[config.mk]
export PLATFORM = sky130hd
export DESIGN_NAME = ram_burst_master
export DESIGN_NICKNAME = d
export VERILOG_FILES = /design/src/rtl/ram_master_pkg.sv /design/src/rtl/ram_burst_master_rd_fifo2.sv /design/src/rtl/ram_burst_master.sv
export SDC_FILE = /design/constraint.sdc
export NUM_CORES = 1
export LEC_CHECK = 0
export BUFFER_PORTS_ARGS = -buffer_cell sky130_fd_sc_hd__buf_2
export CAP_MARGIN = 20
export CORE_ASPECT_RATIO = 2
export CORE_MARGIN = 5
export CORE_UTILIZATION = 55
export CTS_CLUSTER_DIAMETER = 200
export DETAILED_ROUTE_END_ITERATION = 6
export GPL_TIMING_DRIVEN = 0
export PLACE_DENSITY = 0.85
export SYNTH_ARGS = -nofsm -noshare
export SYNTH_HDL_FRONTEND = slang
export SYNTH_HIERARCHICAL = 1
export SYNTH_SLANG_ARGS = --single-unit
[constraint.sdc]
create_clock -name clk -period 4.71 [get_ports clk]
set_input_delay 0.2355 -clock clk [delete_from_list [all_inputs] [get_ports clk]]
set_output_delay 0.2355 -clock clk [all_outputs]
set_load 0.05 [all_outputs]
[src/rtl/ram_master_pkg.sv]
// Shared definitions for the RAM burst master: default widths, FSM
// state encoding and the read-issue admission rule.
package ram_master_pkg;

  localparam int ADDR_W_DEF = 6;
  localparam int DATA_W_DEF = 8;

  typedef enum logic [1:0] {
    IDLE  = 2'd0,
    WRITE = 2'd1,
    READ  = 2'd2,
    DRAIN = 2'd3
  } state_e;

  // A read may be issued only if the 2-entry FIFO can absorb every
  // word already buffered, every word still in the RAM pipeline, and this one.
  function automatic logic can_issue(input logic [1:0] fifo_count, input logic inflight);
    return ({1'b0, fifo_count} + {2'b00, inflight}) < 3'd2;
  endfunction

endpackage

[src/rtl/ram_burst_master_rd_fifo2.sv]
// Two-entry output FIFO for read data. Simultaneous push and pop keeps the
// occupancy unchanged and preserves ordering; pushes into a full FIFO
// without a pop are dropped (the master never issues such a push).
module rd_fifo2 #(
  parameter int DATA_W = 8
) (
  input  logic              clk,
  input  logic              reset,
  input  logic              push_i,
  input  logic [DATA_W-1:0] push_data_i,
  input  logic              pop_i,
  output logic [DATA_W-1:0] head_o,
  output logic [1:0]        count_o
);

  logic [DATA_W-1:0] mem_q [2];
  logic              rd_ptr_q;
  logic              wr_ptr_q;
  logic [1:0]        count_q;
  logic              pop_ok;
  logic              push_ok;

  // Qualify push/pop against the current occupancy.
  always_comb begin
    pop_ok  = pop_i && (count_q != 2'd0);
    push_ok = push_i && ((count_q != 2'd2) || pop_ok);
  end

  // Storage, pointers and occupancy.
  always_ff @(posedge clk or posedge reset) begin
    if (reset) begin
      mem_q[0] <= {DATA_W{1'b0}};
      mem_q[1] <= {DATA_W{1'b0}};
      rd_ptr_q <= 1'b0;
      wr_ptr_q <= 1'b0;
      count_q  <= 2'd0;
    end else begin
      if (push_ok) begin
        mem_q[wr_ptr_q] <= push_data_i;
        wr_ptr_q        <= ~wr_ptr_q;
      end
      if (pop_ok) begin
        rd_ptr_q <= ~rd_ptr_q;
      end
      case ({push_ok, pop_ok})
        2'b10:   count_q <= count_q + 2'd1;
        2'b01:   count_q <= count_q - 2'd1;
        default: count_q <= count_q;
      endcase
    end
  end

  assign head_o  = mem_q[rd_ptr_q];
  assign count_o = count_q;

endmodule

[src/rtl/ram_burst_master.sv]
// Burst master for a single-port synchronous RAM. Accepts write/read
// burst commands, streams write data straight into the RAM and returns
// read data through a 2-entry FIFO with back-pressure.
module ram_burst_master
  import ram_master_pkg::*;
#(
  parameter int ADDR_W = ADDR_W_DEF,
  parameter int DATA_W = DATA_W_DEF
) (
  input  logic              clk,
  input  logic              reset,
  input  logic              cmd_valid,
  output logic              cmd_ready,
  input  logic              cmd_write,
  input  logic [ADDR_W-1:0] cmd_addr,
  input  logic [ADDR_W-1:0] cmd_len,
  input  logic              wr_valid,
  output logic              wr_ready,
  input  logic [DATA_W-1:0] wr_data,
  output logic              rd_valid,
  input  logic              rd_ready,
  output logic [DATA_W-1:0] rd_data,
  output logic [ADDR_W-1:0] ram_addr,
  output logic              ram_we,
  output logic [DATA_W-1:0] ram_data,
  input  logic [DATA_W-1:0] ram_q,
  output logic              busy
);

  state_e            state_q;
  logic [ADDR_W-1:0] addr_q;
  logic [ADDR_W-1:0] beats_q;
  logic              inflight_q;
  logic              wr_hs;
  logic              rd_issue;
  logic              fifo_pop;
  logic [1:0]        fifo_count;
  logic [DATA_W-1:0] fifo_head;

  // Beat qualification and RAM port drive; everything decodes from
  // registers, so an asynchronous reset clears the RAM port at once.
  always_comb begin
    wr_hs    = (state_q == WRITE) && wr_valid;
    rd_issue = (state_q == READ) && can_issue(fifo_count, inflight_q);
    ram_we   = wr_hs;
    ram_addr = addr_q;
    if (wr_hs) begin
      ram_data = wr_data;
    end else begin
      ram_data = {DATA_W{1'b0}};
    end
  end

  assign cmd_ready = (state_q == IDLE);
  assign busy      = (state_q != IDLE);
  assign wr_ready  = (state_q == WRITE);
  assign rd_valid  = (fifo_count != 2'd0);
  assign rd_data   = fifo_head;
  assign fifo_pop  = rd_valid && rd_ready;

  // Burst sequencing: address/beat tracking and the read pipeline flag.
  always_ff @(posedge clk or posedge reset) begin
    if (reset) begin
      state_q    <= IDLE;
      addr_q     <= {ADDR_W{1'b0}};
      beats_q    <= {ADDR_W{1'b0}};
      inflight_q <= 1'b0;
    end else begin
      inflight_q <= rd_issue;
      case (state_q)
        IDLE: begin
          if (cmd_valid) begin
            addr_q  <= cmd_addr;
            beats_q <= cmd_len;
            state_q <= cmd_write ? WRITE : READ;
          end
        end
        WRITE: begin
          if (wr_hs) begin
            addr_q <= addr_q + ADDR_W'(1);
            if (beats_q == {ADDR_W{1'b0}}) begin
              state_q <= IDLE;
            end else begin
              beats_q <= beats_q - ADDR_W'(1);
            end
          end
        end
        READ: begin
          if (rd_issue) begin
            addr_q <= addr_q + ADDR_W'(1);
            if (beats_q == {ADDR_W{1'b0}}) begin
              state_q <= DRAIN;
            end else begin
              beats_q <= beats_q - ADDR_W'(1);
            end
          end
        end
        DRAIN: begin
          if (!inflight_q && (fifo_count == 2'd0)) begin
            state_q <= IDLE;
          end
        end
        default: state_q <= IDLE;
      endcase
    end
  end

  // RAM read data lands one cycle after the issue and is pushed then.
  rd_fifo2 #(.DATA_W(DATA_W)) u_fifo (
    .clk         (clk),
    .reset       (reset),
    .push_i      (inflight_q),
    .push_data_i (ram_q),
    .pop_i       (fifo_pop),
    .head_o      (fifo_head),
    .count_o     (fifo_count)
  );

endmodule

==> flow_summary.yaml, run 1 <==
yosys:
  synth_area_um2: 2020
  yosysSeqAreaShare_pct: 43.3
  syn_nets: 231
  synth_cell_types: 47
  syn_area_per_cell_um2: 10.8
  netlist_instances: 187
  ys_seq_elements: 35
  ys.warnings.count: 6
clock_tree:
  insertion_delay_ns: 0.28
  cts_made_buffers: 5
  clk_pin_slew_ns: 0.07
  clock-sinks: 35
  cts-hold-fix-buffers: 0
  ctsResizeCount: 0
  cts_root_buf: "clkbuf_8"
  cts-htree-levels: 2
  cts.path.max_buffers: 2
  cts_tree: "done"
  postCtsSetupBuffers: 0
placed_design:
  dpl.hpwl_um: 3600
  gp_congestion: 0.875
  portBuffers: 60
worst_setup_path:
  crit_slowest_cell: "dfrtp_1"
  cp_max_fo: 6
  path_delay_family: "simple AND/OR/NAND/NOR gates"
  cp_num_buf_inv: 0
  worst-setup-path-type: "reg2reg"
  cp_num_cells: 7
  start_kind: "register"
  r2r_slack_ns: 2.57
  cp.required_ns: 4.91
  max_stage_delay_ns: 0.45
  end_kind: "register"
  path_cells: "or2_2 > and2_1 > nor3b_2 > nand2b_1 > ha_1 > nor2_1 > xor2_1"
  arrival_ns: 2.34
  reg2reg_depth: 7
timing:
  setup_violations: 0
  tightest_slew_ns: 0.731
  setup_tns_ns: 0
  rsz0062_at_grt: "false"
  hold_slack_ns: 0.0203
  timing_hold_violations_final: 0
  clock.fmax_mhz: 468
  fin_crit_sh_pct: 45.4
  fin_skew_ns: 0.00523
  drv_slew: 0
  slew_headroom_pct: 51.2
  period_needed_ns: 2.14
route:
  dr.pass1.iters: 4
  wl_per_cell_um: 14.9
  dr_total_vias: 1649
  wirelength_um: 4510
  antenna_left: 0
  drc: 0
  vias_per_cell: 5.44
  drtIter0Drc: 38
final_layout:
  n_antenna_cell: 0
  synthToLayoutAreaGrowth_pct: 22.2
  layout_common_cells: "buf_2, dfrtp_1, mux2_2"
  nets: 298
  final_common_cell: "buf_2"
  layout-drive-gt1-share_pct: 40.2
floorplan:
  coreArea_um2: 3610
  start_util_pct: 56.1
  fp.dieW_um: 52.9
  fp.dieArea_um2: 5070
  pin_count: 61
  num_rows: 31
  die-height_um: 95.8
run_status:
  status: "finished, final reports clean"
grt:
  grt-ovfl-total: 0
  antenna_found_initial: 0
  grt_max_degree: 21
  grt_pass1_vias: 1732
  grt.total_usage_pct: 19.9
  grt_pass1_wl_um: 7540
worst_hold_path:
  hold_path_class: "in2async"
job:
  cap_violations: 0
-- sequential cells by signal, summed over array words and instances (netlist names) --
register,cells
u_fifo/wr_ptr_q,1
ram_addr,6
inflight_q,1
u_fifo/mem_q,16
beats_q,6
state_q,2
u_fifo/count_o,2
u_fifo/rd_ptr_q,1
-- synthesized netlist by cell type, drive strengths merged --
library cell / number / area, µm²
a31oi: 1 / 6.26
nor3: 6 / 30.0
nand3: 2 / 10.0
ha: 10 / 125
a21oi: 7 / 35.0
clkbuf: 4 / 15.0
a21o: 1 / 7.51
and3b: 1 / 8.76
o32ai: 1 / 8.76
and2: 2 / 12.5
o22ai: 2 / 12.5
a2111o: 1 / 11.3
dfrtp: 35 / 876
clkinv: 1 / 3.75
or4: 2 / 15.0
nand4: 1 / 6.26
xor2: 2 / 17.5
mux2i: 2 / 20.0
nor2: 6 / 25.0
and3: 10 / 62.6
or3: 1 / 6.26
o2bb2ai: 1 / 8.76
o21a: 1 / 7.51
xnor2: 3 / 26.3
nor2b: 5 / 33.8
or2: 2 / 12.5
o21ai: 12 / 60.1
inv: 10 / 37.5
buf: 2 / 12.5
nand2b: 4 / 25.0
a2bb2oi: 1 / 8.76
mux2: 26 / 293
a2111oi: 1 / 27.5
and4: 1 / 8.76
nor3b: 2 / 31.3
o211ai: 3 / 32.5
nand2: 9 / 33.8
a22o: 2 / 17.5
a32oi: 2 / 17.5
a211oi: 2 / 15.0
-- kinds of logic after synthesis --
kind of cell | after synthesis | synth area share (%)
and+or+nand+nor | 54 | 15.9
xor gates and xnor gates | 5 | 2.16
DFF | 35 | 43.3
muxes | 28 | 15.5
adders and majority gates | 10 | 6.18
buffers and inverters | 17 | 3.40
AOI/OAI and AO/OA | 38 | 13.7
-- per-stage QoR --
step	util, %	area (µm²)	setup WS (ns)	instances
floorplan	-	2020	2.56	187
finish	68.6	2470	2.57	303
global placement	66.1	2390	2.60	296
CTS	68.6	2470	2.55	303
global route	68.6	2470	2.40	303
detailed placement	66.1	2390	2.57	296
-- metal layers --
layer / vias to the layer above / GRT usage, % / routed length, µm
met4: 0 / 9.81 / 115
met3: 10 / 4.34 / 210
met5: - / 0 / 0
met2: 42 / 37.3 / 2610
li1: 807 / - / -
met1: 790 / 19.5 / 1580
-- final timing paths --
| kind | startpoint | end |
|---|---|---|
| setup reg to reg | u_fifo/count_o[0] | u_fifo/count_o[1] |
| min in group clk | ram_q[3] | u_fifo/mem_q[3] |
| setup / recovery | u_fifo/count_o[0] | u_fifo/count_o[1] |
| hold reg to reg | u_fifo/mem_q[4] | u_fifo/mem_q[4] |
| hold / removal | reset | beats_q[3] |
| max in group asynchronous | reset | u_fifo/rd_ptr_q |
-- layout make-up --
cell class	count	area, µm²
clock inverters	1	5.00
plain buffers	6	27.5
clock buffers	6	82.6
fillers	292	1130
inverters	11	41.3
flip-flops and latches	35	876
well taps	49	61.3
multi-input cells	135	1080
repair buffers	60	300
Power of run 1 is not shown: default switching activity piles up to over one toggle a cycle in this logic, so the estimate is an artifact.
==> run 2, diff against run 1 <==
--- a/config.mk
+++ b/config.mk
@@ -9,11 +9,11 @@
 export CAP_MARGIN = 20
 export CORE_ASPECT_RATIO = 2
 export CORE_MARGIN = 5
-export CORE_UTILIZATION = 55
+export CORE_UTILIZATION = 51
 export CTS_CLUSTER_DIAMETER = 200
 export DETAILED_ROUTE_END_ITERATION = 6
 export GPL_TIMING_DRIVEN = 0
-export PLACE_DENSITY = 0.85
+export PLACE_DENSITY = 0.79
 export SYNTH_ARGS = -nofsm -noshare
 export SYNTH_HDL_FRONTEND = slang
 export SYNTH_HIERARCHICAL = 1
==> constraint.sdc (replaced) <==
create_clock -name clk -period 2 [get_ports clk]
set_input_delay 0.1 -clock clk [delete_from_list [all_inputs] [get_ports clk]]
set_output_delay 0.1 -clock clk [all_outputs]
set_load 0.05 [all_outputs]
==> run 2 against run 1 <==
Against the previous run:
- non-clock buffer count is 8 higher
- global-route usage is 1.5 points lower
- routed wire length is 0.64% higher
- setup slack worse by 2.5 ns
- first-iteration DRC count is 50% lower
- sequential cell count stayed put
- sequential share of layout area is 1.8 points lower
- critical endpoint is now beats_q[1]
==> flow_summary.yaml, run 2 (synthesis results as in run 1) <==
run_status:
  status: "finished, final reports clean"
worst_setup_path:
  start_kind: "register"
  max_stage_delay_ns: 0.50
  regToRegEndpoint: "beats_q[1]"
  critPathLaunch: "state_q[0]"
  arrival_ns: 2.13
  cp.required_ns: 2.21
  crit-reg2reg-launch: "state_q[0]"
  worst-setup-path-type: "reg2reg"
  path_cells: "inv_1 > ha_1 > a2111o_1 > or4_1 > o211ai_2"
  crit_slowest_cell: "or4_1"
  end_kind: "register"
  r2r_slack_ns: 0.08
  reg2reg_depth: 5
  cp_max_fo: 6
route:
  dr_total_vias: 1671
  wl_per_cell_um: 14.5
  highest_layer: "met4"
  vias_per_cell: 5.32
  dr_wl_met2_um: 2620
  dr_wl_met3_um: 230
  drtIter0Drc: 19
  wirelength_met1_um: 1590
  drc: 0
  antenna_left: 0
  dr.pass1.iters: 4
  wirelength_um: 4540
clock_tree:
  clock-sinks: 35
  cts.path.max_buffers: 2
  cts_root_buf: "clkbuf_8"
  cts_made_buffers: 5
  cts_tree: "done"
  cts-htree-levels: 2
  insertion_delay_ns: 0.28
  clk_pin_slew_ns: 0.07
placed_design:
  gp_congestion: 0.815
  dpl.hpwl_um: 3510
  placed_area_um2: 2410
  portBuffers: 60
final_layout:
  layout_common_cells: "buf_2, dfrtp_1, mux2_2"
  seq_area_um2: 881
  largest_register: "u_fifo/mem_q"
  n_antenna_cell: 0
  final_common_cell: "buf_2"
  synthToLayoutAreaGrowth_pct: 29.5
  nets: 306
  largest_reg_flops: 16
  layout-drive-gt1-share_pct: 46.4
  fillerInstances: 331
  multi_input_area_um2: 1120
  finalInstanceArea_um2: 2620
timing:
  rsz0062_at_grt: "false"
  tightest_slew_ns: 0.733
  setup_violations: 0
  fin_crit_sh_pct: 95.9
  fin_skew_ns: 0.00401
  timing_hold_violations_final: 0
  hold_slack_ns: 0.0607
  slew_headroom_pct: 51.1
  period_needed_ns: 1.92
  clock.fmax_mhz: 521
  drv_slew: 0
grt:
  grt.total_usage_pct: 18.4
  grt_pass1_vias: 1738
  grt_max_degree: 21
  antenna_found_initial: 0
  grt-ovfl-total: 0
  grt_pass1_wl_um: 7460
floorplan:
  num_rows: 32
  coreArea_um2: 3840
  start_util_pct: 52.7
  fp.dieW_um: 54.6
  die-height_um: 99.1
  pin_count: 61
  fp.dieArea_um2: 5410
worst_hold_path:
  hp-start: "ram_q[4]"
  hold_path_depth: 2
  hold_path_class: "in2reg"
  min_to: "u_fifo/mem_q[12]"
job:
  cap_violations: 0
[run 2: worst max path at each step]
stage                                   end  slack (ns)  depth (start not counted)
final                            beats_q[1]        0.08                          5
after global routing      u_fifo/count_o[1]       0.002                          7
after CTS                        beats_q[1]       0.006                          6
after detailed placement  u_fifo/count_o[1]       -0.05                          7
after global placement    u_fifo/count_o[1]       -0.01                          7
after floorplan           u_fifo/count_o[1]       0.002                          7
[run 2: area by class of cell]
| type | instances | area share (%) |
|---|---|---|
| clock buffer | 6 | 3.15 |
| multi-input combinational | 135 | 42.8 |
| timing repair buffer | 68 | 13.8 |
| buffer | 6 | 1.24 |
| sequential | 35 | 33.6 |
| inverter | 11 | 1.57 |
| clock inverter | 2 | 1.34 |
| tap | 51 | 2.43 |
[run 2: repair_timing]
action,CTS,global route
endpoints found under the setup margin,6,15
hold buffers,1,0
endpoints found under the hold margin,35,0
gates resized for setup,3,10
pin swaps,2,2
setup buffers,4,3
[run 2: per-layer routing]
metal  vias up  GRT usage, %
li1        826             -
met1       795          18.5
met2        40          33.8
met3        10          4.65
met4         0          6.91
met5         -             0
[run 2: through the flow]
step	cells	setup TNS [ns]	util [%]	setup WS (ns)
2_1_floorplan	187	0	-	0.00231
3_3_place_gp	298	-0.0110	62.8	-0.0110
3_5_place_dp	298	-0.172	62.8	-0.0471
4_1_cts	311	0	67.0	0.00565
5_1_grt	314	0	68.2	0.00226
6_report	314	0	68.2	0.0822
[run 2: worst max-delay path: cells and delay by family, from the launching register on]
family          cells  cell delay [ns]
compound gates      2             0.53
fa+ha+maj           1             0.31
buf+inv             1             0.10
flops               1             0.40
simple gates        1             0.50
Power of run 2 is left out for the same reason.
==> run 3, diff against run 2 <==
--- a/config.mk
+++ b/config.mk
@@ -5,15 +5,15 @@
 export SDC_FILE = /design/constraint.sdc
 export NUM_CORES = 1
 export LEC_CHECK = 0
+export ABC_CLOCK_PERIOD_IN_PS = 2000
 export BUFFER_PORTS_ARGS = -buffer_cell sky130_fd_sc_hd__buf_2
 export CAP_MARGIN = 20
 export CORE_ASPECT_RATIO = 2
 export CORE_MARGIN = 5
-export CORE_UTILIZATION = 51
+export CORE_UTILIZATION = 35
 export CTS_CLUSTER_DIAMETER = 200
 export DETAILED_ROUTE_END_ITERATION = 6
 export GPL_TIMING_DRIVEN = 0
-export PLACE_DENSITY = 0.79
 export SYNTH_ARGS = -nofsm -noshare
 export SYNTH_HDL_FRONTEND = slang
 export SYNTH_HIERARCHICAL = 1
==> run 3 against run 2 <==
Against the previous run:
- critical path depth did not move
- die area is 39% higher
- setup slack improved by 0.019 ns
==> flow_summary.yaml, run 3 (synthesis results as in run 1) <==
final_layout:
  largest_register: "u_fifo/mem_q"
  n_antenna_cell: 0
  nets: 306
  synthToLayoutAreaGrowth_pct: 32.3
  layout_common_cells: "buf_2, dfrtp_1, mux2_2"
  largest_reg_flops: 16
  layout-drive-gt1-share_pct: 45.6
  final_common_cell: "buf_2"
floorplan:
  coreArea_um2: 5660
  pin_count: 61
  start_util_pct: 35.8
  fp.dieW_um: 63.8
  num_rows: 39
  die-height_um: 118
  fp.dieArea_um2: 7500
grt:
  use_met1_pct: 13.5
  grt-busiest-layer: "met2"
  grt-ovfl-total: 0
  antenna_found_initial: 0
  grt_pass1_wl_um: 8080
  met2_usage_pct: 25.0
  grt_pass1_vias: 1740
  grt.total_usage_pct: 13.1
  grt_max_degree: 21
  grt_use_met3_pct: 2.67
clock_tree:
  clock-sinks: 35
  cts_made_buffers: 5
  insertion_delay_ns: 0.27
  cts.path.max_buffers: 2
  clk_pin_slew_ns: 0.05
  cts_root_buf: "clkbuf_16"
  cts-htree-levels: 2
  cts_tree: "done"
worst_setup_path:
  crit-reg2reg-launch: "state_q[1]"
  cp_max_fo: 6
  path_cells: "buf_4 > ha_1 > a2111o_1 > or4_1 > o211ai_2"
  arrival_ns: 2.10
  regToRegEndpoint: "beats_q[0]"
  cp_num_buf_inv: 1
  reg2reg_depth: 5
  max_stage_delay_ns: 0.50
  path_delay_family: "compound AO/OA/AOI/OAI gates"
  crit_slowest_cell: "or4_1"
  r2r_slack_ns: 0.10
  worst-setup-path-type: "reg2reg"
  end_kind: "register"
  start_kind: "register"
  cp.required_ns: 2.20
timing:
  tightest_slew_ns: 0.764
  slew_headroom_pct: 49.0
  fin_crit_sh_pct: 95.0
  clock.fmax_mhz: 527
  rsz0062_at_grt: "false"
  timing_hold_violations_final: 0
  setup_tns_ns: 0
  drv_slew: 0
  period_needed_ns: 1.90
  fin_skew_ns: 0.00332
  setup_violations: 0
worst_hold_path:
  hold_path_class: "in2reg"
  hold_path_depth: 2
  min_to: "u_fifo/mem_q[10]"
  hp-start: "ram_q[2]"
route:
  dr_total_vias: 1672
  drc: 0
  drtIter0Drc: 36
  wirelength_um: 4780
  vias_per_cell: 5.16
  wl_per_cell_um: 14.8
  antenna_left: 0
  dr.pass1.iters: 4
placed_design:
  portBuffers: 60
  gp_congestion: 0.816
  dpl.hpwl_um: 3750
job:
  cap_violations: 0
run_status:
  status: "finished, final reports clean"
## run 3: how the worst max path moves through the flow
stage	from	slack (ns)	depth (start not counted)	endpoint
after floorplan	u_fifo/count_o[0]	0.002	7	u_fifo/count_o[1]
after global placement	state_q[0]	-0.05	7	ram_addr[3]
after detailed placement	state_q[0]	-0.1	7	ram_addr[4]
after CTS	state_q[1]	0.005	6	beats_q[0]
after global routing	u_fifo/count_o[1]	0.004	7	u_fifo/count_o[1]
final	state_q[1]	0.10	5	beats_q[0]
## run 3: stage by stage
stage / cell area, µm² / util, % / hold slack [ns] / worst slack [ns] / instances
after global routing: 2680 / 47.3 / 0.0685 / 0.00368 / 324
after CTS: 2630 / 46.5 / 0.0647 / 0.00470 / 320
after detailed placement: 2420 / 42.8 / 0.238 / -0.0973 / 308
after floorplan: 2050 / - / 0.00148 / 0.00231 / 187
final: 2680 / 47.3 / 0.0706 / 0.101 / 324
after global placement: 2420 / 42.8 / 0.234 / -0.0538 / 308
## run 3: final cells by class
type,instances,area [µm²]
repair buffers,68,363
clock inverters,2,35.0
inverters,11,41.3
flip-flops and latches,35,878
multi-input cells,135,1120
clock buffers,6,139
well taps,61,76.3
plain buffers,6,30.0
fillers,557,2980
## run 3: layer usage
layer	vias to the layer above	wire length, µm
li1	826	-
met1	804	1750
met2	36	2770
met3	6	192
met4	0	72
met5	-	0
## run 3: worst register-to-register path: stages, from the launching register on
cell and delay (ns):
dfrtp_2 0.41, buf_4 0.14, ha_1 0.27, a2111o_1 0.42
or4_1 0.50, o211ai_2 0.09
## run 3: what timing repair did
item	in CTS	in global routing
gates resized for setup	2	7
setup buffers	3	4
endpoints found under the hold margin	28	0
setup endpoints to repair	8	28
gates cloned	0	0
pin swaps	2	1
hold buffers	1	0
Power of run 3 is left out for the same reason.
